### config.mk
export PLATFORM = sky130hd
export DESIGN_NAME = cve2_rf_wb_arbiter
export DESIGN_NICKNAME = d
export VERILOG_FILES = /design/src/rtl/cve2_rf_wb_arbiter.sv
export SDC_FILE = /design/constraint.sdc
export NUM_CORES = 1
export LEC_CHECK = 0
export BUFFER_PORTS_ARGS = -buffer_cell sky130_fd_sc_hd__buf_2
export CAP_MARGIN = 30
export CORE_MARGIN = 3
export CORE_UTILIZATION = 42
export DETAILED_ROUTE_END_ITERATION = 10
export PLACE_DENSITY = 0.76
export SLEW_MARGIN = 5
export SYNTH_ARGS = -nofsm -noshare
export SYNTH_HDL_FRONTEND = slang
export SYNTH_SLANG_ARGS = --single-unit
export TNS_END_PERCENT = 20
### constraint.sdc
create_clock -name clk_i -period 3.01 [get_ports clk_i]
set_input_delay 0.903 -clock clk_i [delete_from_list [all_inputs] [get_ports clk_i]]
set_output_delay 0.903 -clock clk_i [all_outputs]
set_load 0.02 [all_outputs]
### src/rtl/cve2_rf_wb_arbiter.sv
// ============================================================================
// Module   : cve2_rf_wb_arbiter
// Brief    : Register-file write-port arbiter between EX results and LSU load
//            returns, with a one-load scoreboard and a one-entry EX hold buffer.
// Revision : 1.0 - initial release
// ============================================================================
`default_nettype none

module cve2_rf_wb_arbiter #(
    parameter int unsigned DataWidth         = 32,
    parameter bit          DummyInstructions = 1'b0
) (
    input  logic                 clk_i,
    input  logic                 rst_ni,
    input  logic                 ex_we_i,
    input  logic [4:0]           ex_waddr_i,
    input  logic [DataWidth-1:0] ex_wdata_i,
    input  logic                 ex_dummy_i,
    output logic                 ex_ready_o,
    input  logic                 lsu_issue_i,
    input  logic [4:0]           lsu_issue_rd_i,
    input  logic                 lsu_rvalid_i,
    input  logic [DataWidth-1:0] lsu_rdata_i,
    input  logic                 lsu_err_i,
    input  logic [4:0]           raddr_a_i,
    input  logic [4:0]           raddr_b_i,
    output logic                 stall_id_o,
    output logic                 rf_we_o,
    output logic [4:0]           rf_waddr_o,
    output logic [DataWidth-1:0] rf_wdata_o,
    output logic                 proto_err_o
);

    typedef enum logic [0:0] {
        IDLE      = 1'b0,
        WAIT_LOAD = 1'b1
    } state_e;

    state_e                 state_q, state_d;
    logic [4:0]             pend_rd_q, pend_rd_d;
    logic                   hold_valid_q, hold_valid_d;
    logic [4:0]             hold_addr_q, hold_addr_d;
    logic [DataWidth-1:0]   hold_data_q, hold_data_d;

    logic load_ret;
    logic pend_live;
    logic waw;
    logic ex_acc;
    logic ex_addr_ok;
    logic stall_a;
    logic stall_b;

    // A load return owns the port for the whole cycle, even if it writes nothing.
    assign load_ret   = (state_q == WAIT_LOAD) & lsu_rvalid_i;
    assign pend_live  = (state_q == WAIT_LOAD) & ~lsu_rvalid_i;
    assign waw        = pend_live & (ex_waddr_i == pend_rd_q) & (pend_rd_q != 5'd0);
    assign ex_ready_o = ~hold_valid_q & ~waw;
    assign ex_acc     = ex_we_i & ex_ready_o;
    assign ex_addr_ok = (ex_waddr_i != 5'd0) | (DummyInstructions & ex_dummy_i);

    assign proto_err_o = ((state_q == IDLE) & lsu_rvalid_i) |
                         ((state_q == WAIT_LOAD) & lsu_issue_i & ~lsu_rvalid_i);

    assign stall_a = (raddr_a_i != 5'd0) &
                     ((pend_live & (raddr_a_i == pend_rd_q)) |
                      (hold_valid_q & (raddr_a_i == hold_addr_q)));
    assign stall_b = (raddr_b_i != 5'd0) &
                     ((pend_live & (raddr_b_i == pend_rd_q)) |
                      (hold_valid_q & (raddr_b_i == hold_addr_q)));
    assign stall_id_o = stall_a | stall_b;

    always_comb begin
        rf_we_o    = 1'b0;
        rf_waddr_o = 5'd0;
        rf_wdata_o = '0;
        if (load_ret) begin
            rf_we_o    = ~lsu_err_i & (pend_rd_q != 5'd0);
            rf_waddr_o = pend_rd_q;
            rf_wdata_o = lsu_rdata_i;
        end else if (hold_valid_q) begin
            rf_we_o    = 1'b1;
            rf_waddr_o = hold_addr_q;
            rf_wdata_o = hold_data_q;
        end else if (ex_acc) begin
            rf_we_o    = ex_addr_ok;
            rf_waddr_o = ex_waddr_i;
            rf_wdata_o = ex_wdata_i;
        end
    end

    always_comb begin
        state_d      = state_q;
        pend_rd_d    = pend_rd_q;
        hold_valid_d = hold_valid_q;
        hold_addr_d  = hold_addr_q;
        hold_data_d  = hold_data_q;

        case (state_q)
            IDLE: begin
                if (lsu_issue_i) begin
                    state_d   = WAIT_LOAD;
                    pend_rd_d = lsu_issue_rd_i;
                end
            end
            WAIT_LOAD: begin
                // Back-to-back load: the return and the new issue share one cycle.
                if (lsu_rvalid_i) begin
                    if (lsu_issue_i) begin
                        pend_rd_d = lsu_issue_rd_i;
                    end else begin
                        state_d = IDLE;
                    end
                end
            end
            default: state_d = IDLE;
        endcase

        if (load_ret & ex_acc & ex_addr_ok) begin
            hold_valid_d = 1'b1;
            hold_addr_d  = ex_waddr_i;
            hold_data_d  = ex_wdata_i;
        end else if (hold_valid_q & ~load_ret) begin
            hold_valid_d = 1'b0;
        end
    end

    always_ff @(posedge clk_i or negedge rst_ni) begin
        if (!rst_ni) begin
            state_q      <= IDLE;
            pend_rd_q    <= 5'd0;
            hold_valid_q <= 1'b0;
            hold_addr_q  <= 5'd0;
            hold_data_q  <= '0;
        end else begin
            state_q      <= state_d;
            pend_rd_q    <= pend_rd_d;
            hold_valid_q <= hold_valid_d;
            hold_addr_q  <= hold_addr_d;
            hold_data_q  <= hold_data_d;
        end
    end

endmodule

`default_nettype wire
; ---- Yosys cells after proc, flatten, opt, wreduce, memory -nomap -nowiden
; Index checks and enable logic that the tools add are counted.
[classes]
eq_ne = 6
muxes = 17
n_bitwise = 29
n_reduce_logical = 5
[op_table]
columns = op, count
row1 = 32-bit 2-to-1 mux, 3
row2 = 5-bit equality test, 5
row3 = 5-bit 2-to-1 mux, 5
row4 = 5-bit nonzero test, 4
row5 = 1-bit AND, 19
row6 = 5-bit case mux with 2 select lines, 1
row7 = 1-bit 2-to-1 mux, 7
row8 = 1-bit NOT, 6
row9 = 1-bit bitwise OR, 4
row10 = "2-bit inequality test, second input constant", 1
row11 = 1-bit case mux with 2 select lines, 1
row12 = 2-bit nonzero test, 1
[totals]
reg_bits = 44
in_bits = 91
out_inout_bits = 41
wordCells = 62

; ---- Depth between registers and ports, before layout
[depth]
ltp_word = 10
ltp_mapped = 7
ltp_nobuf = 4

; ---- Worst setup path before layout
; Ideal clock, no wire load.
[synth_timing]
kind = input -> output
from = input port raddr_b_i[1]
to = output port stall_id_o
arrival_ns = 2.219
required_time_ns = 2.107
slack_ns = -0.112
path_stages = 4
n_path_buf = 0
path_cell_list = or4_1 -> nor2_2 -> nor4_1 -> or4_1
[synth_via]
elab_chain_cells = 5
elab_cells_between_ends = 8
cone_classes = eq/ne: 2 / bitwise: 5 / reduce/logical: 1
[synth_rtl]
columns = item, line_no
row1 = "start, declared", 26  ; input logic [4:0] raddr_b_i,
row2 = "5-bit equality test, on equally long branches", "68, 69"
row3 = "1-bit AND, on equally long branches", "68, 69"
row4 = 1-bit bitwise OR, 68  ; ((pend_live & (raddr_b_i == pend_rd_q)) |
row5 = 1-bit AND *, 67  ; assign stall_b = (raddr_b_i != 5'd0) &
row6 = 1-bit bitwise OR *, 70  ; assign stall_id_o = stall_a | stall_b;
row7 = "end, declared", 27  ; output logic stall_id_o,
; Every way passes the cells marked *; elsewhere a longest branch is shown, timed or not.

; ---- Worst setup path after layout
[layout_timing]
from = input port raddr_a_i[4]
to = output port stall_id_o
[layout_via]
elab_chain_cells = 5
elab_cells_between_ends = 8
cone_classes = eq/ne: 2 / bitwise: 5 / reduce/logical: 1
[layout_rtl]
columns = item, line_no
row1 = "start, declared", 25  ; input logic [4:0] raddr_a_i,
row2 = "5-bit equality test, on equally long branches", "65, 66"
row3 = "1-bit AND, on equally long branches", "65, 66"
row4 = 1-bit bitwise OR, 65  ; ((pend_live & (raddr_a_i == pend_rd_q)) |
row5 = 1-bit AND *, 64  ; assign stall_a = (raddr_a_i != 5'd0) &
row6 = 1-bit bitwise OR *, 70
; Marks and branches as above.

==> run_results.csv <==
group,metric,value,unit
run_status,status,"finished with violations",
run_status,violations,"setup timing",
logic_synthesis,netlist-cell-type-count,33,
logic_synthesis,synth_async_sr_flop_share,100.0,%
global_routing,grt-ovfl-total,0,
routing,vias_per_cell,5.610,
timing,slew_headroom,65.52,%
placed_design,dpl-instance-area,3657,um2
cells_and_area,drive_gt1_share,56.64,%
worst_setup_path,crit_type,"input port to output pin",
cells_and_area,final_common_cell,"buf_2",
clocking,cts_buffer_depth,2,
clocking,cts_sinks,44,
routing,met1_length,3.109,mm
worst_setup_path,timing.rr.start,"hold_valid_q",
cells_and_area,fillers,530,
logic_synthesis,synth.ff_latch_count,44,
floorplan,core,6166,um2
logic_synthesis,synth_edf_count,0,
worst_setup_path,reg2reg_depth,5,
power,intPower,1.338,mW
routing,drtIter0Drc,96,
run,cap_violations,0,
cells_and_area,design_area,3849,um2
worst_setup_path,required,2.11,ns
routing,drc,0,
routing,wirelength,7.367,mm
timing,rsz0062_at_grt,"yes",
global_routing,antenna_found_initial,0,
worst_setup_path,cp_max_fo,2,
hold_path,worstHoldPathCells,1,
timing,post-route-period-util,108.4,%
cells_and_area,layout_common_cells,"127 x buf_2, 43 x dfrtp_1, 41 x mux2_2",
logic_synthesis,syn_inst,253,
timing,setup_viol,38,
floorplan,start_util,44.95,%
clocking,clock_latency,0.29,ns
global_routing,grt_max_degree,42,
timing,skew,0.006091,ns
clocking,clkSlewWorstSetupHoldPaths,0.08,ns
timing,worst_slew_pin_slew,0.5172,ns
clocking,cts-root-buf,"clkbuf_8",
routing,wl_met2,3.766,mm
timing,fmax,0.3064,GHz
logic_synthesis,yosysSeqAreaShare,39.73,%
timing,tns,-7.105,ns
power,p_comb_share,35.6,%
power,netSwitchingPower,627.8,uW
global_routing,grt_pass1_vias,2607,
hold_path,hold_start,"hold_data_q[28]",
cells_and_area,fin_nets,489,
logic_synthesis,syn_area_per_cell,10.95,um2
routing,wl_met3,452,um
worst_setup_path,reg2reg_to,"hold_data_q[14]",
power,seqPwrFrac,41.1,%
timing,final_hold_viol_count,0,
power,peakVddDrop,0.2946,mV
routing,route.vias.total,2659,
power,powerDensity,510.8,nW/um2
logic_synthesis,ys.flop_type,"dfrtp_1",
floorplan,io_pins,132,
timing,setup_slack,-0.2539,ns
floorplan,die_w,87.23,um
worst_setup_path,cp-start-kind,"input port",
hold_path,hold_end,"hold_data_q[28]",
floorplan,die_area,7609,um2
placed_design,gp_congestion,0.8459,
cells_and_area,areaGrowthSynthToFinish,38.87,%
logic_synthesis,synth_fp_nets,344,
worst_setup_path,rrSetupSlack,1.31,ns
routing,wl_per_cell,15.54,um
global_routing,grt_first_pass_wirelength,12.10,mm
routing,drt-pass1-iter-count,4,
floorplan,die_h,87.23,um
power,totalPowerFinal,1.966,mW
power,p_sw_share,31.93,%
timing,min_period,3.264,ns
clocking,htree_levels,2,
timing,maxSlewViolCount,0,
clocking,hold_buffers,0,
clocking,cts_tree,"yes",
worst_setup_path,arrival,2.36,ns
placed_design,dpl_worst_slack,-0.2917,ns
placed_design,place.port_buffers,130,
worst_setup_path,setup.worst_path.end_class,"output pin",
power,clkPwrFrac,23.3,%
global_routing,track_usage,19.70,%
timing,hold_ws,0.5045,ns
cells_and_area,n_antenna_cell,0,
floorplan,rows,28,
logic_synthesis,netlist_area,2771,um2
routing,drtAntennaViolNets,0,
placed_design,dpl.hpwl,5.572,mm
logic_synthesis,yosysWarnings,0,
hold_path,hold_path.class,"flop to flop",
clocking,numCtsBuffers,5,
routing,top_layer,"met4",
power,leakagePower,1.966,nW
[synthesized netlist by cell type, types with 2 or more instances]
master / count / area [um2]
nor2_1: 3 / 11.26
nor4_1: 4 / 25.02
nand2_1: 10 / 37.54
nor3_1: 2 / 10.01
xor2_1: 7 / 61.31
mux2_2: 41 / 461.7
dfrtp_1: 44 / 1101
buf_6: 3 / 33.78
or4_1: 4 / 30.03
clkbuf_1: 12 / 45.04
xnor2_1: 16 / 140.1
nand4_1: 4 / 25.02
inv_1: 3 / 11.26
buf_2: 7 / 35.03
and3_1: 37 / 231.5
a221o_1: 38 / 380.4
and2_1: 2 / 12.51
[registers in the layout, indices dropped and copies added (netlist names)]
register and cells:
hold_addr_q 5, hold_data_q 32, hold_valid_q 1, pend_rd_q 5
state_q 1
[what timing repair did]
action,4_1_cts,5_1_grt
endpoints found under the setup margin,39,39
gates resized for setup,7,8
buffers inserted,1,0
pin swaps,7,5
hold endpoints to repair,0,0
[final cells by class]
class                      count  area [um2]  share of cell area (%)
multi-input combinational    183        1599                   41.55
sequential                    44        1102                   28.64
timing repair buffer         161       927.1                   24.09
tap                           75       93.84                   2.438
clock buffer                   5       68.82                   1.788
clock inverter                 3       46.29                   1.203
inverter                       3       11.26                  0.2926
[worst max path at each step]
stage,start,end,slack [ns]
final,raddr_a_i[4],stall_id_o,-0.25
after global routing,ex_waddr_i[1],rf_wdata_o[10],-0.29
after CTS,raddr_a_i[4],stall_id_o,-0.29
after detailed placement,raddr_b_i[1],stall_id_o,-0.29
after global placement,raddr_b_i[1],stall_id_o,-0.29
after floorplan,raddr_b_i[1],stall_id_o,-0.05
[cells by family (layout without fill, tap and decap cells)]
| group | after synthesis | count (layout) | share of synthesized area, % |
|---|---|---|---|
| flops | 44 | 44 | 39.73 |
| mux | 41 | 41 | 16.66 |
| buf+inv | 26 | 172 | 4.785 |
| simple gates | 75 | 75 | 16.12 |
| xor+xnor | 23 | 23 | 7.269 |
| compound gates | 44 | 44 | 15.44 |
[layer usage]
metal  vias up  global-route usage [%]
met5         -                       0
met4         0                   4.324
met3         2                   2.271
met2        90                   35.20
met1      1295                   25.58
li1       1272                       -
[stage by stage]
stage          instances  utilization, %
3_5_place_dp         465           59.31
3_3_place_gp         465           59.31
6_report             474           62.42
4_1_cts              474           61.79
2_1_floorplan        253               -
5_1_grt              474           62.42
[critical path: stages]
cell,delay (ns)
buf_6,0.09
or4_4,0.54
nor2_4,0.10
nor4_1,0.05
or4_4,0.53
buf_6,0.14
[power by group through the flow]
stage | logic [mW] | clock network (mW) | registers, mW
final | 0.699 | 0.458 | 0.808
after global routing | 0.760 | 0.503 | 0.825
after CTS | 0.698 | 0.475 | 0.807
after detailed placement | 0.690 | 0 | 0.817
after global placement | 0.674 | 0 | 0.808
after floorplan | 0.469 | 0 | 0.786
(Power assumes the default switching activity.)
